==> config.mk <==
export PLATFORM = sky130hd
export DESIGN_NAME = datapath_seq
export DESIGN_NICKNAME = d
export VERILOG_FILES = /design/src/rtl/datapath_pkg.sv /design/src/rtl/datapath_seq_regfile.sv /design/src/rtl/datapath_seq.sv
export SDC_FILE = /design/constraint.sdc
export NUM_CORES = 1
export LEC_CHECK = 0
export BUFFER_PORTS_ARGS = -buffer_cell sky130_fd_sc_hd__buf_4
export CAP_MARGIN = 25
export CORE_ASPECT_RATIO = 2
export CORE_MARGIN = 2
export CORE_UTILIZATION = 43
export CTS_BUF_LIST = sky130_fd_sc_hd__clkbuf_8
export DETAILED_ROUTE_END_ITERATION = 10
export GPL_TIMING_DRIVEN = 0
export PLACE_DENSITY_LB_ADDON = 0.1
export SLEW_MARGIN = 30
export SYNTH_ARGS = -nofsm -noshare
export SYNTH_HDL_FRONTEND = slang
export SYNTH_HIERARCHICAL = 1
export SYNTH_SLANG_ARGS = --single-unit
==> constraint.sdc <==
create_clock -name clk -period 9.85 [get_ports clk]
set_clock_uncertainty 0.1 [all_clocks]
set_input_delay 0.985 -clock clk [delete_from_list [all_inputs] [get_ports clk]]
set_output_delay 0.985 -clock clk [all_outputs]
set_load 0.03 [all_outputs]
==> src/rtl/datapath_pkg.sv <==
// rtl/datapath_pkg.sv - encodings, sequencer states and status bit indices for datapath_seq
package datapath_pkg;

    // ALU operation selected by req_aluop
    typedef enum logic [1:0] {
        ALU_ADD = 2'b00,
        ALU_SUB = 2'b01,
        ALU_AND = 2'b10,
        ALU_MVN = 2'b11
    } alu_op_e;

    // Single-bit shift applied to the B operand
    typedef enum logic [1:0] {
        SH_NONE = 2'b00,
        SH_LSL1 = 2'b01,
        SH_LSR1 = 2'b10,
        SH_ASR1 = 2'b11
    } shift_e;

    // Writeback source
    typedef enum logic [1:0] {
        VSEL_C      = 2'b00,
        VSEL_PC     = 2'b01,
        VSEL_SXIMM8 = 2'b10,
        VSEL_MDATA  = 2'b11
    } vsel_e;

    // Micro-sequencer states; every non-IDLE state lasts one cycle
    typedef enum logic [2:0] {
        IDLE = 3'd0,
        RDA  = 3'd1,
        RDB  = 3'd2,
        EXEC = 3'd3,
        WB   = 3'd4
    } seq_state_e;

    // Bit positions inside status_out = {V,N,Z}
    localparam int STAT_V = 2;
    localparam int STAT_N = 1;
    localparam int STAT_Z = 0;

endpackage

==> src/rtl/datapath_seq_regfile.sv <==
// rtl/datapath_seq_regfile.sv - parametrised register file, one write port, one combinational read port
// Ports:
//   clk, reset        rising-edge clock, synchronous active-high reset clearing every register
//   wen, waddr, wdata write port, registered on the rising edge
//   raddr, rdata      combinational read port
module regfile_param #(
    parameter int DATA_W = 16,
    parameter int NREGS  = 8
) (
    input  logic                      clk,
    input  logic                      reset,
    input  logic                      wen,
    input  logic [$clog2(NREGS)-1:0]  waddr,
    input  logic [DATA_W-1:0]         wdata,
    input  logic [$clog2(NREGS)-1:0]  raddr,
    output logic [DATA_W-1:0]         rdata
);

    logic [DATA_W-1:0] regs [NREGS];

    always_ff @(posedge clk) begin
        if (reset) begin
            for (int i = 0; i < NREGS; i++) begin
                regs[i] <= '0;
            end
        end else if (wen) begin
            regs[waddr] <= wdata;
        end
    end

    assign rdata = regs[raddr];

endmodule

==> src/rtl/datapath_seq.sv <==
// rtl/datapath_seq.sv - register file + shifter + ALU datapath with an internal read/read/exec/writeback sequencer
// Ports:
//   clk, reset              rising-edge clock, synchronous active-high reset
//   req_valid/req_ready     request handshake; all req_* fields and sximm8 latched on accept
//   req_rn/rm/rd            A operand, B operand, destination register
//   req_aluop/shift         ALU operation, single-bit shift of B
//   req_asel/bsel/vsel      A=0 select, B=immediate select, writeback source
//   req_write/loads/imm     writeback enable, status update enable, short immediate
//   sximm8                  pre-extended immediate (latched at accept)
//   mdata, pc               writeback sources sampled live in WB
//   c, status_out           ALU result register, {V,N,Z}
//   done                    one-cycle pulse in the WB cycle
module datapath_seq
    import datapath_pkg::*;
#(
    parameter int DATA_W = 16,
    parameter int NREGS  = 8,
    parameter int IMM_W  = 5
) (
    input  logic                      clk,
    input  logic                      reset,
    input  logic                      req_valid,
    output logic                      req_ready,
    input  logic [$clog2(NREGS)-1:0]  req_rn,
    input  logic [$clog2(NREGS)-1:0]  req_rm,
    input  logic [$clog2(NREGS)-1:0]  req_rd,
    input  logic [1:0]                req_aluop,
    input  logic [1:0]                req_shift,
    input  logic                      req_asel,
    input  logic                      req_bsel,
    input  logic [1:0]                req_vsel,
    input  logic                      req_write,
    input  logic                      req_loads,
    input  logic [IMM_W-1:0]          req_imm,
    input  logic [DATA_W-1:0]         sximm8,
    input  logic [DATA_W-1:0]         mdata,
    input  logic [DATA_W-1:0]         pc,
    output logic [DATA_W-1:0]         c,
    output logic [2:0]                status_out,
    output logic                      done
);

    localparam int RW  = $clog2(NREGS);
    localparam int MSB = DATA_W - 1;

    seq_state_e        state, state_n;

    // Request fields captured at accept
    logic [RW-1:0]     rn_q, rm_q, rd_q;
    alu_op_e           aluop_q;
    shift_e            shift_q;
    vsel_e             vsel_q;
    logic              asel_q, bsel_q, write_q, loads_q;
    logic [IMM_W-1:0]  imm_q;
    logic [DATA_W-1:0] sximm8_q;

    logic [DATA_W-1:0] a_q, b_q, c_q;
    logic [2:0]        status_q;

    logic [RW-1:0]     rf_raddr;
    logic [DATA_W-1:0] rf_rdata;
    logic              rf_wen;
    logic [DATA_W-1:0] wb_data;

    logic [DATA_W-1:0] b_shift, ain, bin, alu_res;
    logic              alu_v;
    logic              accept;

    assign req_ready = (state == IDLE) && !reset;
    assign accept    = req_valid && req_ready;
    assign done      = (state == WB) && !reset;
    assign c          = c_q;
    assign status_out = status_q;

    // The single read port serves rn in RDA and rm in RDB
    assign rf_raddr = (state == RDB) ? rm_q : rn_q;
    assign rf_wen   = (state == WB) && write_q && !reset;

    regfile_param #(
        .DATA_W (DATA_W),
        .NREGS  (NREGS)
    ) u_regfile (
        .clk   (clk),
        .reset (reset),
        .wen   (rf_wen),
        .waddr (rd_q),
        .wdata (wb_data),
        .raddr (rf_raddr),
        .rdata (rf_rdata)
    );

    // Sequencer state register
    always_ff @(posedge clk) begin
        if (reset) begin
            state <= IDLE;
        end else begin
            state <= state_n;
        end
    end

    always_comb begin
        state_n = state;
        case (state)
            IDLE:    if (accept) state_n = RDA;
            RDA:     state_n = RDB;
            RDB:     state_n = EXEC;
            EXEC:    state_n = WB;
            WB:      state_n = IDLE;
            default: state_n = IDLE;
        endcase
    end

    // Shifter on the B register
    always_comb begin
        b_shift = b_q;
        case (shift_q)
            SH_LSL1: b_shift = {b_q[MSB-1:0], 1'b0};
            SH_LSR1: b_shift = {1'b0, b_q[MSB:1]};
            SH_ASR1: b_shift = {b_q[MSB], b_q[MSB:1]};
            default: b_shift = b_q;
        endcase
    end

    assign ain = asel_q ? '0 : a_q;
    assign bin = bsel_q ? {{(DATA_W-IMM_W){imm_q[IMM_W-1]}}, imm_q} : b_shift;

    // ALU; overflow is only meaningful for ADD/SUB
    always_comb begin
        alu_res = '0;
        alu_v   = 1'b0;
        case (aluop_q)
            ALU_ADD: begin
                alu_res = ain + bin;
                alu_v   = (ain[MSB] == bin[MSB]) && (alu_res[MSB] != ain[MSB]);
            end
            ALU_SUB: begin
                alu_res = ain - bin;
                alu_v   = (ain[MSB] != bin[MSB]) && (alu_res[MSB] != ain[MSB]);
            end
            ALU_AND: alu_res = ain & bin;
            default: alu_res = ~bin;
        endcase
    end

    // Writeback mux; the C path uses the c loaded in EXEC, pc/mdata are live
    always_comb begin
        wb_data = c_q;
        case (vsel_q)
            VSEL_PC:     wb_data = pc;
            VSEL_SXIMM8: wb_data = sximm8_q;
            VSEL_MDATA:  wb_data = mdata;
            default:     wb_data = c_q;
        endcase
    end

    // Request capture and operand/result registers
    always_ff @(posedge clk) begin
        if (reset) begin
            rn_q     <= '0;
            rm_q     <= '0;
            rd_q     <= '0;
            aluop_q  <= ALU_ADD;
            shift_q  <= SH_NONE;
            vsel_q   <= VSEL_C;
            asel_q   <= 1'b0;
            bsel_q   <= 1'b0;
            write_q  <= 1'b0;
            loads_q  <= 1'b0;
            imm_q    <= '0;
            sximm8_q <= '0;
            a_q      <= '0;
            b_q      <= '0;
            c_q      <= '0;
            status_q <= '0;
        end else begin
            if (accept) begin
                rn_q     <= req_rn;
                rm_q     <= req_rm;
                rd_q     <= req_rd;
                aluop_q  <= alu_op_e'(req_aluop);
                shift_q  <= shift_e'(req_shift);
                vsel_q   <= vsel_e'(req_vsel);
                asel_q   <= req_asel;
                bsel_q   <= req_bsel;
                write_q  <= req_write;
                loads_q  <= req_loads;
                imm_q    <= req_imm;
                sximm8_q <= sximm8;
            end
            if (state == RDA) a_q <= rf_rdata;
            if (state == RDB) b_q <= rf_rdata;
            if (state == EXEC) begin
                c_q <= alu_res;
                if (loads_q) begin
                    status_q[STAT_V] <= alu_v;
                    status_q[STAT_N] <= alu_res[MSB];
                    status_q[STAT_Z] <= (alu_res == '0);
                end
            end
        end
    end

endmodule

======== Word-level counts from Yosys, hierarchy flattened ========
Memory sizes are Yosys's and may differ from the RTL's.
Index checks and enable logic that the tools add are counted.
storage, ports and cells
  output and inout port bits .............. 21
  input port bits ......................... 75
  word-level logic and storage cells ...... 69
  memories ................................ 1
  memory bits (writable) .................. 128
  flip-flop bits (word level) ............. 94
operators by class
  equal/unequal tests ..................... 17
  bitwise operators ....................... 2
  add/sub/neg operators ................... 2
  muxes and demuxes ....................... 17
  reductions and logical operators ........ 13
memory list
  name            depth  width  rd ports  clocked after Yosys merged registers in  write ports  RTL line                    text
  u_regfile.regs  8      16     1         0                                        8            datapath_seq_regfile.sv:19  logic [DATA_W-1:0] regs [NREGS];
operators with widths
  kind                  count
  $pmux W16 S3          3
  $mux W16              3
  $add A16 B16 Y16      1
  $and A16 B16 Y16      1
  $logic_not A16 Y1     1
  $not A16 Y16          1
  $reduce_or A16 Y1     1
  $sub A16 B16 Y16      1
  $pmux W3 S4           1
  $eq A2 B2 Y1 const B  5
  $mux W3               3
  $logic_and A1 B1 Y1   7
  $eq A2 B1 Y1 const B  3
  $eq A3 B2 Y1 const B  2
  $mux W1               6
  $eq A3 B1 Y1 const B  1
  $eq A3 B3 Y1 const B  1
  $logic_not A3 Y1      1
  $ne A1 B1 Y1          3
  $logic_not A2 Y1      1
  $ne A2 B2 Y1 const B  1
  $pmux W1 S2           1
  $reduce_and A2 Y1     1
  $eq A1 B1 Y1          1
  $logic_not A1 Y1      1

======== Longest topological paths before layout ========
  depth in word-level cells ............... 8
  mapped depth ............................ 17

======== Modules after synthesis ========
Netlist, hierarchy kept.
modules (own cells, without submodules)
  module         seq. area each (µm²)  area each (µm²)  cells an instance  instances
  datapath_seq   1881.8                6367.4           808                1
  regfile_param  3843.7                5865.6           373                1

======== Least setup slack after synthesis ========
No wires, ideal clock.
  kind .................................... input -> register
  start ................................... in reset
  end ..................................... mem u_regfile.regs[0][0], enable pin
  arrival ................................. 3.897 ns
  slack ................................... 5.460 ns
  stages on the path ...................... 7
  path through ............................ nor4b_1 -> and2_1 -> or3b_1 -> clkbuf_1 -> buf_6 -> buf_6 -> o21bai_1
RTL lines
  item                RTL line                    text
  start: declaration  datapath_seq.sv:21          input logic reset,
  end: declaration    datapath_seq_regfile.sv:19

======== Final worst setup path ========
  start ................................... reg shift_q[1]
  end ..................................... reg status_q[1], in the netlist status_out[1]
on the way
  cells in the longest elaborated chain, start to end .. 5
ends and longest elaborated chain
  item                                          RTL line             text
  start: declaration                            datapath_seq.sv:51   shift_e shift_q;
  start signal: assignment                      datapath_seq.sv:181  shift_q <= shift_e'(req_shift);
  $eq A2 B2 Y1 or $eq A2 B1 Y1 (tied branches)  datapath_seq.sv:116  case (shift_q)
  $pmux W16 S3 *                                datapath_seq.sv:116
  $mux W16 *                                    datapath_seq.sv:125  assign bin = bsel_q ? {{(DATA_W-IMM_W){imm_q[IMM_W-1]}}, imm_q} : b_shift;
  $sub A16 B16 Y16 (tied with other cells)      datapath_seq.sv:137  alu_res = ain - bin;
  $pmux W16 S3 *                                datapath_seq.sv:131  case (aluop_q)
  end signal: indexed assignment                datapath_seq.sv:195  status_q[STAT_V] <= alu_v;
  end signal: indexed assignment                datapath_seq.sv:196  status_q[STAT_N] <= alu_res[MSB];
  end signal: indexed assignment                datapath_seq.sv:197  status_q[STAT_Z] <= (alu_res == '0);
  end: declaration                              datapath_seq.sv:58   logic [2:0] status_q;
Every way passes the cells marked *; elsewhere a longest branch is shown, timed or not.
A chain may end at the register's enable or synchronous reset.

==> metrics.md <==
| Metric | Value |
|---|---|
| Status | `completed` |
| Vias post-DR | `9742` |
| Slew margin rel. | `0.316` |
| Die Area | `29900 um^2` |
| PwrDens | `162 nW/um^2` |
| Critical Path End Type | `flip-flop` |
| Vias in the first global route | `10300` |
| CORE AREA | `28100 um^2` |
| Cell Count, Final, Fillers Out | `1693` |
| Final Cell Area | `~14000 um^2` |
| Reg clk slew, reported paths | `70 ps` |
| Vias per cell | `5.75` |
| Post-synth EDFFs | `between 100 and 150` |
| Antenna violations before repair | `0` |
| Worst skew pair latency | `600 ps` |
| Fin Setup TNS | `0 ps` |
| Top-level I/O count | `96` |
| FP Rows | `87` |
| Pre-antenna DRT Iters | `4` |
| DIE HEIGHT | `243 um` |
| CTS Root Cell | `clkbuf_8` |
| Max-slew violation count | `0` |
| Count of cell types in the netlist | `75` |
| Synthesized netlist cell count | `1181` |
| Leakage power | `0.00536 uW` |
| Yosys reg bits | `222` |
| Post-CTS setup buffer count | `0` |
| DR iter-0 viols | `443` |
| Post-synth top area cell | `edfxtp_1` |
| Antenna cells | `0` |
| Ys flop type | `edfxtp_1` |
| RD Place Congestion | `0.947` |
| TritonCTS clock tree | `built` |
| Final setup violating endpoints | `0` |
| Detail Placement HPWL | `roughly 35 mm` |
| Initial Util | `0.436` |
| CP Max Fanout | `10` |
| Arr. time, crit path | `5400 ps` |
| Synth area leaders | `edfxtp_1, dfxtp_1, nand2_1` |
| Yosys top cell area share | `0.314` |
| Worst EP required | `a little over 10000 ps` |
| Routed Antenna Nets | `0` |
| Final wirelength | `43.1 mm` |
| # H-tree levels | `1` |
| Min cycle time layout | `4990 ps` |
| Placement Cell Area | `13500 um^2` |
| Crit share post-route | `0.506` |
| Post-synthesis average cell area | `10.4 um^2` |
| Syn Std Cell Area | `12200 um^2` |
| Syn_nets | `approximately 1300` |
| Die Width | `about 120 um` |
| Ratio of cells with drive above 1 in the final layout | `0.169` |
| Post-synth ARST share | `0` |
| First-pass GRT wire length | `62.9 mm` |
| Drt wl/cell | `25.4 um` |
| Fin. Hold Viols | `0` |
| Placed insts | `1637` |
| Largest stage delay, worst path | `750 ps` |
| CTS sink count | `222` |
| GR Overflow Total | `0` |
| Synthesis-to-layout area growth | `15.0%` |
| Post_cts resized | `0` |
| Max-cap viol count | `0` |
| Startpoint Class | `flip-flop` |
| Largest net degree at the start of global routing | `17` |
| RSZ-0062 raised after global routing | `no` |
| CP Class | `reg2reg` |
| GRT Total Usage | `0.290` |
| Drt drc | `0` |
| CTS hold repair buffers | `0` |
| Worst-Margin Slew | `approximately 1000 ps` |
| IO Port Bufs | `95` |
| Achievable Freq | `approximately 200 MHz` |
| Share of the yosys chip area belonging to registers | `0.468` |
| Fin nets | `between 1000 and 1500` |
| Crit path cell chain | `clkbuf_1, clkbuf_1, o21ai_0, a21oi_1, inv_1, ha_1, or3_4, nor4_2, o211ai_1, a21oi_2, xor2_1, a311oi_1, nand3_1, a21oi_1` |
| Maximum clock path buffer count | `3` |
| Synth warnings | `6` |
| Peak VDD IR | `0.0000938 V` |
| Cts bufs inserted | `31` |
| Worst Hold Class | `reg2reg` |
| Slowest CP cell | `nor4_2` |
## cell usage after synthesis (all sizes together), types with 6 or more instances
| library cell | count |
|---|---|
| a211oi | 18 |
| a21o | 10 |
| a21oi | 76 |
| a31oi | 6 |
| buf | 27 |
| clkbuf | 64 |
| clkinv | 17 |
| dfxtp | 94 |
| edfxtp | 128 |
| ha | 35 |
| inv | 31 |
| mux2 | 19 |
| mux2i | 18 |
| mux4 | 51 |
| nand2 | 192 |
| nand2b | 11 |
| nand3b | 38 |
| nor2 | 43 |
| nor2b | 26 |
| nor3 | 141 |
| o211ai | 8 |
| o21ai | 29 |
| o21bai | 9 |
| xnor2 | 12 |
## cell type report
type                            instances  area, um^2
Fill cell                            2705       14000
Clock inverter                         23        88.8
Clock buffer                           33         454
Inverter                               48         180
Sequential cell                       222        5730
Multi-Input combinational cell        820        5970
Tap cell                              356         445
Timing Repair Buffer                  100         785
Buffer                                 91         420
## report_power, final
part           switching, uW  leakage, uW  internal, uW
registers               27.6      0.00209          1020
clock network            351     0.000342           306
logic                    353      0.00293           213
## sequential cells by signal (all words and copies together), names as in the netlist, 5 cells and up
name	count
sximm8_q	16
c	16
imm_q	5
b_q	16
a_q	16
u_regfile/regs	128
## cells by family after synthesis
logic type | share of synthesized area
mux | 0.134
compound gates | 0.103
simple gates | 0.195
buf+inv | 0.0490
flops | 0.468
xor+xnor | 0.0115
fa+ha+maj | 0.0391
## placed cells by master (no fill, tap or decap), types with 16 or more instances in the layout
cell and instances:
nand2_1 192, nor3_1 139, edfxtp_1 128, buf_4 96
dfxtp_1 94, a21oi_1 75, clkbuf_1 63, inv_1 47
nor2_1 43, nand3b_1 38, ha_1 35, clkbuf_8 33
mux4_1 27, nor2b_1 26, o21ai_0 26, mux4_2 24
clkinv_1 21, mux2_2 19, mux2i_1 18, a211oi_1 16
## per-layer routing
layer	share of wire	track usage
met5	0	0
met4	0.090	0.223
met3	0.040	0.0445
met2	0.56	0.559
met1	0.31	0.252
## critical path, delay by kind of cell, from the launching register on
family / cells / cell delay [ps]
adder cells (fa/ha/maj): 1 / 410
buffers and inverters: 3 / 860
AND/OR/NAND/NOR: 3 / 1350
XOR/XNOR: 1 / 100
AO/OA/AOI/OAI: 6 / 1770
flip-flops: 1 / 320
## metrics by stage
step / hold slack, ps / util / power [uW] / setup slack (ps)
4_1_cts: 354 / 0.501 / 2280 / 4760
6_report: 351 / 0.501 / 2270 / 4860
3_3_place_gp: 339 / 0.477 / 1620 / 4800
2_1_floorplan: 332 / - / 1420 / 5460
5_1_grt: 378 / 0.501 / 2370 / 4640
3_5_place_dp: 344 / 0.481 / 1630 / 4800
## worst paths after layout
path	endpoint	slack, ps	cells after the start	start
max	status_out[1]	4860	14	shift_q[1]
min	a_q[2]	350	2	a_q[2]
max reg2reg	status_out[1]	4860	14	shift_q[1]
min reg2reg	a_q[2]	350	2	a_q[2]
(Power assumes the default switching activity.)
